<file path="src/rtl/bcd_timer_ctrl.sv">
// ---------------------------------------------------------------------------
// bcd_timer_ctrl
//   Sequencing controller for an external 2-digit BCD (00-99) counter.
//   Turns start/stop/clear commands into clear/enable strobes for the
//   counter, paces counting with a clock prescaler and stops when the
//   counter reaches a latched BCD target, pulsing done.
//
//   Optional feature macro: AUTO_RELOAD_EN
//     defined   : a target match reloads (LOAD) and counting restarts from
//                 00, giving a periodic timer; DONE is never entered.
//     undefined : one-shot; a match parks the FSM in DONE.
//
// Ports
//   clk        in   rising-edge clock
//   rst        in   synchronous active-high reset
//   start      in   start (IDLE/DONE) or resume (PAUSE)
//   stop       in   pause counting (only acts in RUN)
//   clear      in   abort to IDLE and clear counter, any state
//   tgt_tens   in   [3:0] target tens digit, latched on accepted start
//   tgt_units  in   [3:0] target units digit, latched on accepted start
//   cnt_tens   in   [3:0] counter tens digit
//   cnt_units  in   [3:0] counter units digit
//   cnt_clr    out  counter synchronous clear strobe (combinational)
//   cnt_en     out  counter increment strobe (combinational)
//   busy       out  state is LOAD or RUN
//   done       out  registered one-cycle pulse on target reached
//   err        out  registered sticky flag: start refused, non-BCD target
//   state      out  [2:0] IDLE=0 LOAD=1 RUN=2 PAUSE=3 DONE=4
//
// Command handshake: commands are level inputs sampled every rising edge;
// there is no ready/valid back-pressure. Priority is clear > stop > start.
// stop has an effect only in RUN, so it never masks a start elsewhere.
// ---------------------------------------------------------------------------
module bcd_timer_ctrl #(
    parameter int unsigned PRESCALE = 10
) (
    input  logic       clk,
    input  logic       rst,
    input  logic       start,
    input  logic       stop,
    input  logic       clear,
    input  logic [3:0] tgt_tens,
    input  logic [3:0] tgt_units,
    input  logic [3:0] cnt_tens,
    input  logic [3:0] cnt_units,
    output logic       cnt_clr,
    output logic       cnt_en,
    output logic       busy,
    output logic       done,
    output logic       err,
    output logic [2:0] state
);

    typedef enum logic [2:0] {
        S_IDLE  = 3'd0,
        S_LOAD  = 3'd1,
        S_RUN   = 3'd2,
        S_PAUSE = 3'd3,
        S_DONE  = 3'd4
    } state_t;

    localparam logic [15:0] PRE_MAX = 16'(PRESCALE - 1);

    state_t      cur_q, nxt;
    logic [15:0] pre_q, pre_d;
    logic [7:0]  tgt_q, tgt_d;
    logic        done_q, done_d;
    logic        err_q, err_d;
    logic        clr_c, en_c;
    logic        match;
    logic        tgt_ok;

    assign match  = ({cnt_tens, cnt_units} == tgt_q);
    assign tgt_ok = (tgt_tens <= 4'd9) && (tgt_units <= 4'd9);

    always_comb begin
        nxt    = cur_q;
        pre_d  = pre_q;
        tgt_d  = tgt_q;
        done_d = 1'b0;
        err_d  = err_q;
        clr_c  = 1'b0;
        en_c   = 1'b0;

        if (clear) begin
            nxt   = S_IDLE;
            clr_c = 1'b1;
            pre_d = 16'd0;
            err_d = 1'b0;
        end else begin
            case (cur_q)
                S_IDLE, S_DONE: begin
                    if (start) begin
                        if (!tgt_ok) begin
                            err_d = 1'b1;
                        end else begin
                            tgt_d = {tgt_tens, tgt_units};
                            err_d = 1'b0;
                            nxt   = S_LOAD;
                        end
                    end
                end
                S_LOAD: begin
                    clr_c = 1'b1;
                    pre_d = 16'd0;
                    nxt   = S_RUN;
                end
                S_RUN: begin
                    if (stop) begin
                        nxt = S_PAUSE;
                    end else if (match) begin
`ifdef AUTO_RELOAD_EN
                        nxt    = S_LOAD;
`else
                        nxt    = S_DONE;
`endif
                        done_d = 1'b1;
                    end else if (pre_q == PRE_MAX) begin
                        // Tick: wrap the prescaler and bump the counter.
                        pre_d = 16'd0;
                        en_c  = 1'b1;
                    end else begin
                        pre_d = pre_q + 16'd1;
                    end
                end
                S_PAUSE: begin
                    if (start) begin
                        nxt = S_RUN;
                    end
                end
                default: begin
                    nxt = S_IDLE;
                end
            endcase
        end
    end

    always_ff @(posedge clk) begin
        if (rst) begin
            cur_q  <= S_IDLE;
            pre_q  <= 16'd0;
            tgt_q  <= 8'h00;
            done_q <= 1'b0;
            err_q  <= 1'b0;
        end else begin
            cur_q  <= nxt;
            pre_q  <= pre_d;
            tgt_q  <= tgt_d;
            done_q <= done_d;
            err_q  <= err_d;
        end
    end

    // Strobes are suppressed while reset is asserted so the counter is
    // never disturbed by commands arriving during reset.
    assign cnt_clr = clr_c & ~rst;
    assign cnt_en  = en_c & ~rst;
    assign busy    = (cur_q == S_LOAD) || (cur_q == S_RUN);
    assign done    = done_q;
    assign err     = err_q;
    assign state   = cur_q;

endmodule
</file>
<file path="config.mk">
export PLATFORM = sky130hd
export DESIGN_NAME = bcd_timer_ctrl
export DESIGN_NICKNAME = d
export VERILOG_FILES = /design/src/rtl/bcd_timer_ctrl.sv
export SDC_FILE = /design/constraint.sdc
export NUM_CORES = 1
export LEC_CHECK = 0
export BUFFER_PORTS_ARGS = -buffer_cell sky130_fd_sc_hd__buf_2
export CAP_MARGIN = 20
export CORE_MARGIN = 5
export CORE_UTILIZATION = 49
export DETAILED_ROUTE_END_ITERATION = 10
export MAX_ROUTING_LAYER = met4
export PLACE_DENSITY = 0.74
export SETUP_SLACK_MARGIN = 0.05
export SLEW_MARGIN = 20
export SYNTH_ARGS = -nofsm -noshare
export SYNTH_HDL_FRONTEND = slang
export SYNTH_SLANG_ARGS = --single-unit
</file>
<file path="constraint.sdc">
create_clock -name clk -period 1.81 [get_ports clk]
set_input_delay 0.543 -clock clk [delete_from_list [all_inputs] [get_ports clk]]
set_output_delay 0.543 -clock clk [all_outputs]
set_load 0.01 [all_outputs]
</file>
==> results.ini, run 1 <==
[clocking]
cts_buffers = 5
clock-root-buffer = clkbuf_4
cts_tree = done
clk_pin_slew_ns = 0.08
cts.sinks = 29
clk_latency_ns = 0.33
htree_levels = 2
clockBufferDepth = 2

[finish]
area.growth.synth_to_final_pct = 46.90
stdcell_area_sq_um = 2312
final_nets = 256
antenna_cells = 0
post_layout_nonfiller_instances = 277
drive_gt1_share_pct = 51.93

[timing]
setup_slack_ns = -0.3461
grt_setup_unrepaired = yes
setup_viol = 9
slew_viol_final = 0
post-route-period-util_pct = 119.1
fmax_mhz = 463.8
slew_headroom_pct = 71.18
hold_viol = 0
fin_crit_ns = 2.156
tightest_slew_ns = 0.4213
finClkSkew_ns = 0.01397
setup_tns_ns = -0.6758

[placement]
place_area_sq_um = 2009
port_buffers = 28
dp_cells = 263
post-dp-hpwl_mm = 2.841
gp_congestion = 0.8327
pre_cts_ws_ns = -0.2668

[power_and_ir_drop]
ir_drop_mv = 0.4307
power_frac_comb_pct = 12.6
p_switching_uw = 295.8
clkPwrFrac_pct = 33.0
cellLeakagePower_nw = 1.014
power.density_nw_per_um2 = 520.8
p_int_uw = 908.4
switching_share_pct = 24.56
p_seq_share_pct = 54.4

[critical_path]
r2r_cells = 9
cp_data_arrival_time_ns = 1.61
worstPathMaxFanout = 3
rrSetupSlack_ns = -0.08
cp-start-kind = flip-flop
worst_ep_required_time_ns = 1.27
worstSetupEndpoint = cnt_en
worst_setup_path_end_kind = output pin
r2r-start = state[2]$_SDFFE_PP0P_
critPathKind = flip-flop to output pin
critPathLaunch = tgt_q[1]$_SDFFE_PP0P_
r2r_end = pre_q[13]$_SDFFE_PP0P_

[synth]
synth_compound_area_share_pct = 15.74
netlist_area_sq_um = 1574
synth.area.mux_share_pct = 5.803
synth_top_family_by_area = simple AND/OR/NAND/NOR gates
ys_warn_count = 0
yosysUniqueCellTypes = 46
syn_nets = 192
synthTopCellsByArea = dfxtp_1, xnor2_1, mux2i_1
syn_inst = 169
synth_area_per_cell_sq_um = 9.314
synth_edf_count = 0
synthXorXnorAreaFrac_pct = 6.121
async_flop_share_pct = 0
yosys.area_share.simple_pct = 29.57
seq_area_frac_synth_pct = 36.88
synth.top_cell.area_share_pct = 36.88
ys.flop_type = dfxtp_1
synthAdderAreaFrac_pct = 1.590
ys_ff_latch = 29
synth_top_cell_by_area = dfxtp_1

[global_routing]
antenna_found_initial = 0
grt_pass1_wl_mm = 6.851
gr-total-overflow = 0
grt_max_degree = 14
track_usage_pct = 20.64
first_global_vias = 1569

[floorplanning]
dieHeight_um = 66.68
start_util_pct = 51.14
io_pins = 29
coreArea_sq_um = 3078
rows = 20
die_w_um = 66.68
die_area_sq_um = 4446

[drt]
drt_iter0_drc = 100
route.antenna.remaining_nets = 0
post_drt_wl_per_cell_um = 15.80
vias = 1546
first_pass_iters = 4
wl_mm = 4.377
drt_drc_violations_left = 0
via_per_inst = 5.581

[hold_path]
hold_class = input port to flip-flop

[job]
drv_cap = 0

[outcome]
failed_checks = negative setup slack
status = finished, violations left

-- layout by cell type (no fill, tap or decap), drive strengths merged, types with 3 or more instances in the layout --
cell type / n
dfxtp: 29
o21ai: 7
xnor2: 11
nor2: 16
and3: 8
clkbuf: 8
mux2i: 8
buf: 63
nand3: 7
nand4: 6
nor3: 15
inv: 4
nor4: 4
a211o: 8
a21oi: 3
nand2: 7
-- power by group through the flow --
stage	registers, mW	clock network (mW)	logic, mW
6_report	0.656	0.397	0.151
5_1_grt	0.657	0.449	0.164
4_1_cts	0.656	0.406	0.145
3_5_place_dp	0.670	0	0.140
3_3_place_gp	0.670	0	0.136
2_1_floorplan	0.671	0	0.0736
-- metal layers --
metal  track usage (%)  part of all wire [%]  wire [um]
met5                 -                     0          0
met4             8.376                   1.3         57
met3             5.734                   3.7        161
met2             34.03                    53       2323
met1             23.60                    42       1835
-- flip-flops by register name (all words and copies together), names as in the netlist --
register  cells
done          1
err           1
pre_q        16
state         3
tgt_q         8
-- synth_stat cells, types with 2 or more instances --
cell type / count
nand2_1: 7
clkbuf_1: 2
nor3_1: 13
a211o_1: 4
mux2i_1: 8
buf_6: 2
a211o_2: 4
nand4_1: 6
o21ai_0: 6
inv_1: 4
xnor2_1: 11
a22o_1: 2
and3_1: 8
nor2_1: 16
or3_1: 2
a21o_1: 2
nor3_2: 2
ha_1: 2
dfxtp_1: 29
nor4_1: 3
buf_4: 3
a21oi_1: 3
nand3_1: 7
-- critical path: stages (launching register included) --
cell,delay [ns]
dfxtp_1,0.33
xnor2_1,0.20
nand4_1,0.23
or2_4,0.31
nand2_2,0.06
nor2_2,0.04
buf_2,0.13
-- cell families after synthesis --
kind of cell / Yosys count
AO/OA/AOI/OAI: 31
buffers and inverters: 11
multiplexers: 9
adder cells (fa/ha/maj): 2
XOR/XNOR: 11
AND/OR/NAND/NOR: 76
flip-flops: 29
-- area by class of cell --
cell class                 instances  area, sq um
sequential                        29        593.1
multi-input combinational        129         1120
clock buffer                       7        55.05
fill                             220        765.7
inverter                           4        15.01
timing repair buffer              64        474.2
tap                               44        55.05
-- timing repair --
item                       4_1_cts  5_1_grt
buffers inserted                 3        3
pin swaps                        4        8
setup endpoints to repair       15       18
hold endpoints to repair         0        0
hold buffers                     0        0
cloned                           1        0
resized for setup               19       27
-- stage by stage --
| step | hold WS, ns | util [%] | total power, mW |
|---|---|---|---|
| after floorplan | 0.4702 | - | 0.7449 |
| after global routing | 0.4717 | 75.12 | 1.269 |
| after global placement | 0.4822 | 65.28 | 0.8055 |
| after CTS | 0.4650 | 70.24 | 1.208 |
| after detailed placement | 0.4939 | 65.28 | 0.8104 |
| final | 0.4738 | 75.12 | 1.204 |
-- worst min path at each step --
stage | cells after the start | startpoint | end
5_1_grt | 3 | tgt_tens[0] | tgt_q[4]$_SDFFE_PP0P_
4_1_cts | 3 | tgt_tens[0] | tgt_q[4]$_SDFFE_PP0P_
6_report | 3 | tgt_units[0] | tgt_q[0]$_SDFFE_PP0P_
3_5_place_dp | 1 | pre_q[2]$_SDFFE_PP0P_ | pre_q[2]$_SDFFE_PP0P_
2_1_floorplan | 1 | pre_q[15]$_SDFFE_PP0P_ | pre_q[15]$_SDFFE_PP0P_
3_3_place_gp | 1 | pre_q[2]$_SDFFE_PP0P_ | pre_q[2]$_SDFFE_PP0P_
No activity file was read; power rests on OpenSTA's default activity.
==> inputs of run 2 (changes only) <==
--- a/config.mk
+++ b/config.mk
@@ -8,10 +8,11 @@
 export BUFFER_PORTS_ARGS = -buffer_cell sky130_fd_sc_hd__buf_2
 export CAP_MARGIN = 20
 export CORE_MARGIN = 5
-export CORE_UTILIZATION = 49
+export CORE_UTILIZATION = 51
+export CTS_BUF_LIST = sky130_fd_sc_hd__clkbuf_4 sky130_fd_sc_hd__clkbuf_8
 export DETAILED_ROUTE_END_ITERATION = 10
 export MAX_ROUTING_LAYER = met4
-export PLACE_DENSITY = 0.74
+export PLACE_DENSITY = 0.77
 export SETUP_SLACK_MARGIN = 0.05
 export SLEW_MARGIN = 20
 export SYNTH_ARGS = -nofsm -noshare
==> run 2 against run 1 <==
Effect of this change:
- the flow still finishes with violations (negative setup slack)
- combinational power rose by 7%
- hold slack got worse by 0.017 ns
- first-iteration DRC count rose by 18%
- non-clock buffer count up 9
- clock skew up 0.0015 ns
- flip-flop and latch count is the same
- maximum frequency up 2.1%
- cell count stayed put
- critical path depth is 2 lower
- via count up 6.7%
- sequential share of layout area down 1.3 points
- count of clock-buffer cells in the layout up 1
- largest cell class unchanged
- largest power group unchanged
- highest routed layer unchanged
==> results.ini, run 2 (synthesized netlist as in run 1, its figures left out) <==
[drt]
route.antenna.remaining_nets = 0  ; unchanged
vias = 1649  ; +6.7%
first_pass_iters = 4  ; unchanged
post_drt_wl_per_cell_um = 17.19  ; +8.8%
drt_iter0_drc = 118  ; +18%
drt_drc_violations_left = 0  ; unchanged
via_per_inst = 5.953  ; +6.7%
wl_mm = 4.762  ; +8.8%

[critical_path]
r2r_cells = 7  ; -2
worstPathMaxFanout = 2  ; -1
cp_data_arrival_time_ns = 1.57  ; -0.04 ns
critPathLaunch = pre_q[12]$_SDFFE_PP0P_
rrSetupSlack_ns = -0.15  ; -0.07 ns
r2r_end = pre_q[9]$_SDFFE_PP0P_
worst_ep_required_time_ns = 1.27  ; about the same
critPathKind = flip-flop to output pin
cp-start-kind = flip-flop
r2r-start = pre_q[12]$_SDFFE_PP0P_
worstSetupEndpoint = cnt_en
worst_setup_path_end_kind = output pin

[power_and_ir_drop]
ir_drop_mv = 0.4760  ; +11%
power_frac_comb_pct = 13.0  ; +0.4 points
switching_share_pct = 25.18  ; +0.61 points
clkPwrFrac_pct = 34.3  ; +1.3 points
cellLeakagePower_nw = 1.047  ; +3.2%
p_switching_uw = 313.4  ; +5.9%
power.density_nw_per_um2 = 511.5  ; -1.8%
p_seq_share_pct = 52.7  ; -1.7 points
p_int_uw = 931.3  ; +2.5%

[timing]
slew_headroom_pct = 77.81  ; +6.6 points
slew_viol_final = 0  ; unchanged
setup_viol = 16  ; +7
fin_crit_ns = 2.112  ; -0.04432 ns
setup_slack_ns = -0.3017  ; +0.04431 ns
tightest_slew_ns = 0.3245  ; -0.09688 ns
grt_setup_unrepaired = yes
holdWs_ns = 0.4565  ; -0.01730 ns
finClkSkew_ns = 0.01549  ; +0.001517 ns
post-route-period-util_pct = 116.7  ; -2.4 points
fmax_mhz = 473.5  ; +2.1%
hold_viol = 0  ; unchanged

[finish]
nFillCells = 170  ; -23%
multi_input_area_sq_um = 1185  ; +5.8%
regMostFlops = pre_q
layout_commonest_cell = buf_4
final_nets = 266  ; +3.9%
largest_register_ffs = 16  ; unchanged
antenna_cells = 0  ; unchanged
most-common-layout-cells = buf_4, buf_2, dfxtp_1
area.growth.synth_to_final_pct = 54.61
drive_gt1_share_pct = 58.20  ; +6.3 points
finish.utilization_pct = 81.04  ; +5.9 points
seqCellArea_sq_um = 591.8  ; -0.21%

[clocking]
postCtsHoldBufs = 0  ; unchanged
clk_latency_ns = 0.35  ; +0.02 ns
clk_pin_slew_ns = 0.08  ; about the same
cts_buffers = 5  ; unchanged
clockBufferDepth = 2  ; unchanged
cts.sinks = 29  ; unchanged
htree_levels = 2  ; unchanged
clock-root-buffer = clkbuf_4
cts_tree = done

[placement]
gp_congestion = 0.8239  ; -1.1%
port_buffers = 28  ; unchanged
post-dp-hpwl_mm = 2.867  ; +0.93%
pre_cts_ws_ns = -0.2459  ; +0.02094 ns

[outcome]
status = finished, violations left
failed_checks = negative setup slack

[floorplanning]
dieHeight_um = 65.56  ; -1.7%
rows = 20  ; unchanged
start_util_pct = 52.42  ; +1.3 points
die_area_sq_um = 4297  ; -3.3%
coreArea_sq_um = 3003  ; -2.4%
die_w_um = 65.56  ; -1.7%
io_pins = 29  ; unchanged

[job]
drv_cap = 0  ; unchanged

[global_routing]
grt_max_degree = 13  ; -1
first_global_vias = 1562  ; -0.45%
gr-total-overflow = 0  ; unchanged
track_usage_pct = 23.63  ; +3.0 points
grt_pass1_wl_mm = 7.472  ; +9.1%
antenna_found_initial = 0  ; unchanged

[hold_path]
hold_class = input port to flip-flop
min_path_cells = 3  ; unchanged

-- run 2: cell count changes in the layout (fill, tap and decap cells not counted), moves of 2 or more --
cell,previous run,this run
and3_4,1,7
dfxtp_2,7,9
and3_1,7,1
buf_6,5,12
xnor2_2,6,8
buf_4,29,33
xnor2_1,5,3
clkbuf_4,5,8
-- run 2: worst max-delay path, cell delays in order, from the launching register on --
cell and delay, ns:
dfxtp_1 0.34, nor4_1 0.37, nand4_1 0.22, nor2_2 0.16, buf_2 0.14
-- run 2: layout make-up --
cell class / instances / share of cell area (%)
multi-input cells: 130 / 48.69
flip-flops and latches: 29 / 24.32
repair buffers: 73 / 22.11
clock buffers: 8 / 2.468
well taps: 33 / 1.697
inverters: 4 / 0.7198
-- run 2: how the worst min path moves through the flow --
stage,from,endpoint,slack (ns)
floorplan,pre_q[15]$_SDFFE_PP0P_,pre_q[15]$_SDFFE_PP0P_,0.47
CTS,tgt_units[1],tgt_q[1]$_SDFFE_PP0P_,0.45
global route,tgt_tens[1],tgt_q[5]$_SDFFE_PP0P_,0.48
global placement,pre_q[15]$_SDFFE_PP0P_,pre_q[15]$_SDFFE_PP0P_,0.49
finish,tgt_tens[2],tgt_q[6]$_SDFFE_PP0P_,0.46
detailed placement,err$_SDFFE_PP0P_,err$_SDFFE_PP0P_,0.50
-- run 2: power by group through the flow --
stage | Combinational [mW] | Sequential, mW | Clock (mW)
2_1_floorplan | 0.0736 | 0.671 | 0
3_3_place_gp | 0.136 | 0.669 | 0
3_5_place_dp | 0.139 | 0.670 | 0
4_1_cts | 0.149 | 0.655 | 0.429
5_1_grt | 0.175 | 0.658 | 0.460
6_report | 0.162 | 0.656 | 0.427
-- run 2: routing by layer --
layer  up-vias  wire length, um  global-route usage (%)
li1        786                -                       -
met2        48             2549                   41.85
met1       806             1941                   25.58
met5         -                0                       -
met3         9              199                   6.496
met4         0               71                   7.513
-- run 2: metrics by stage --
stage / setup TNS [ns] / instance area, sq um / power, mW / instances
6_report: -1.816 / 2434 / 1.245 / 277
5_1_grt: -2.745 / 2434 / 1.293 / 277
4_1_cts: -0.3900 / 2323 / 1.234 / 273
3_5_place_dp: -3.139 / 1991 / 0.8091 / 253
3_3_place_gp: -2.388 / 1991 / 0.8050 / 253
2_1_floorplan: 0 / 1629 / 0.7449 / 169
-- run 2: what timing repair did --
action,in CTS,in global routing
resized for setup,41,21
pin swaps,23,14
endpoints found under the setup margin,14,20
setup buffers,11,6
gates cloned,1,0
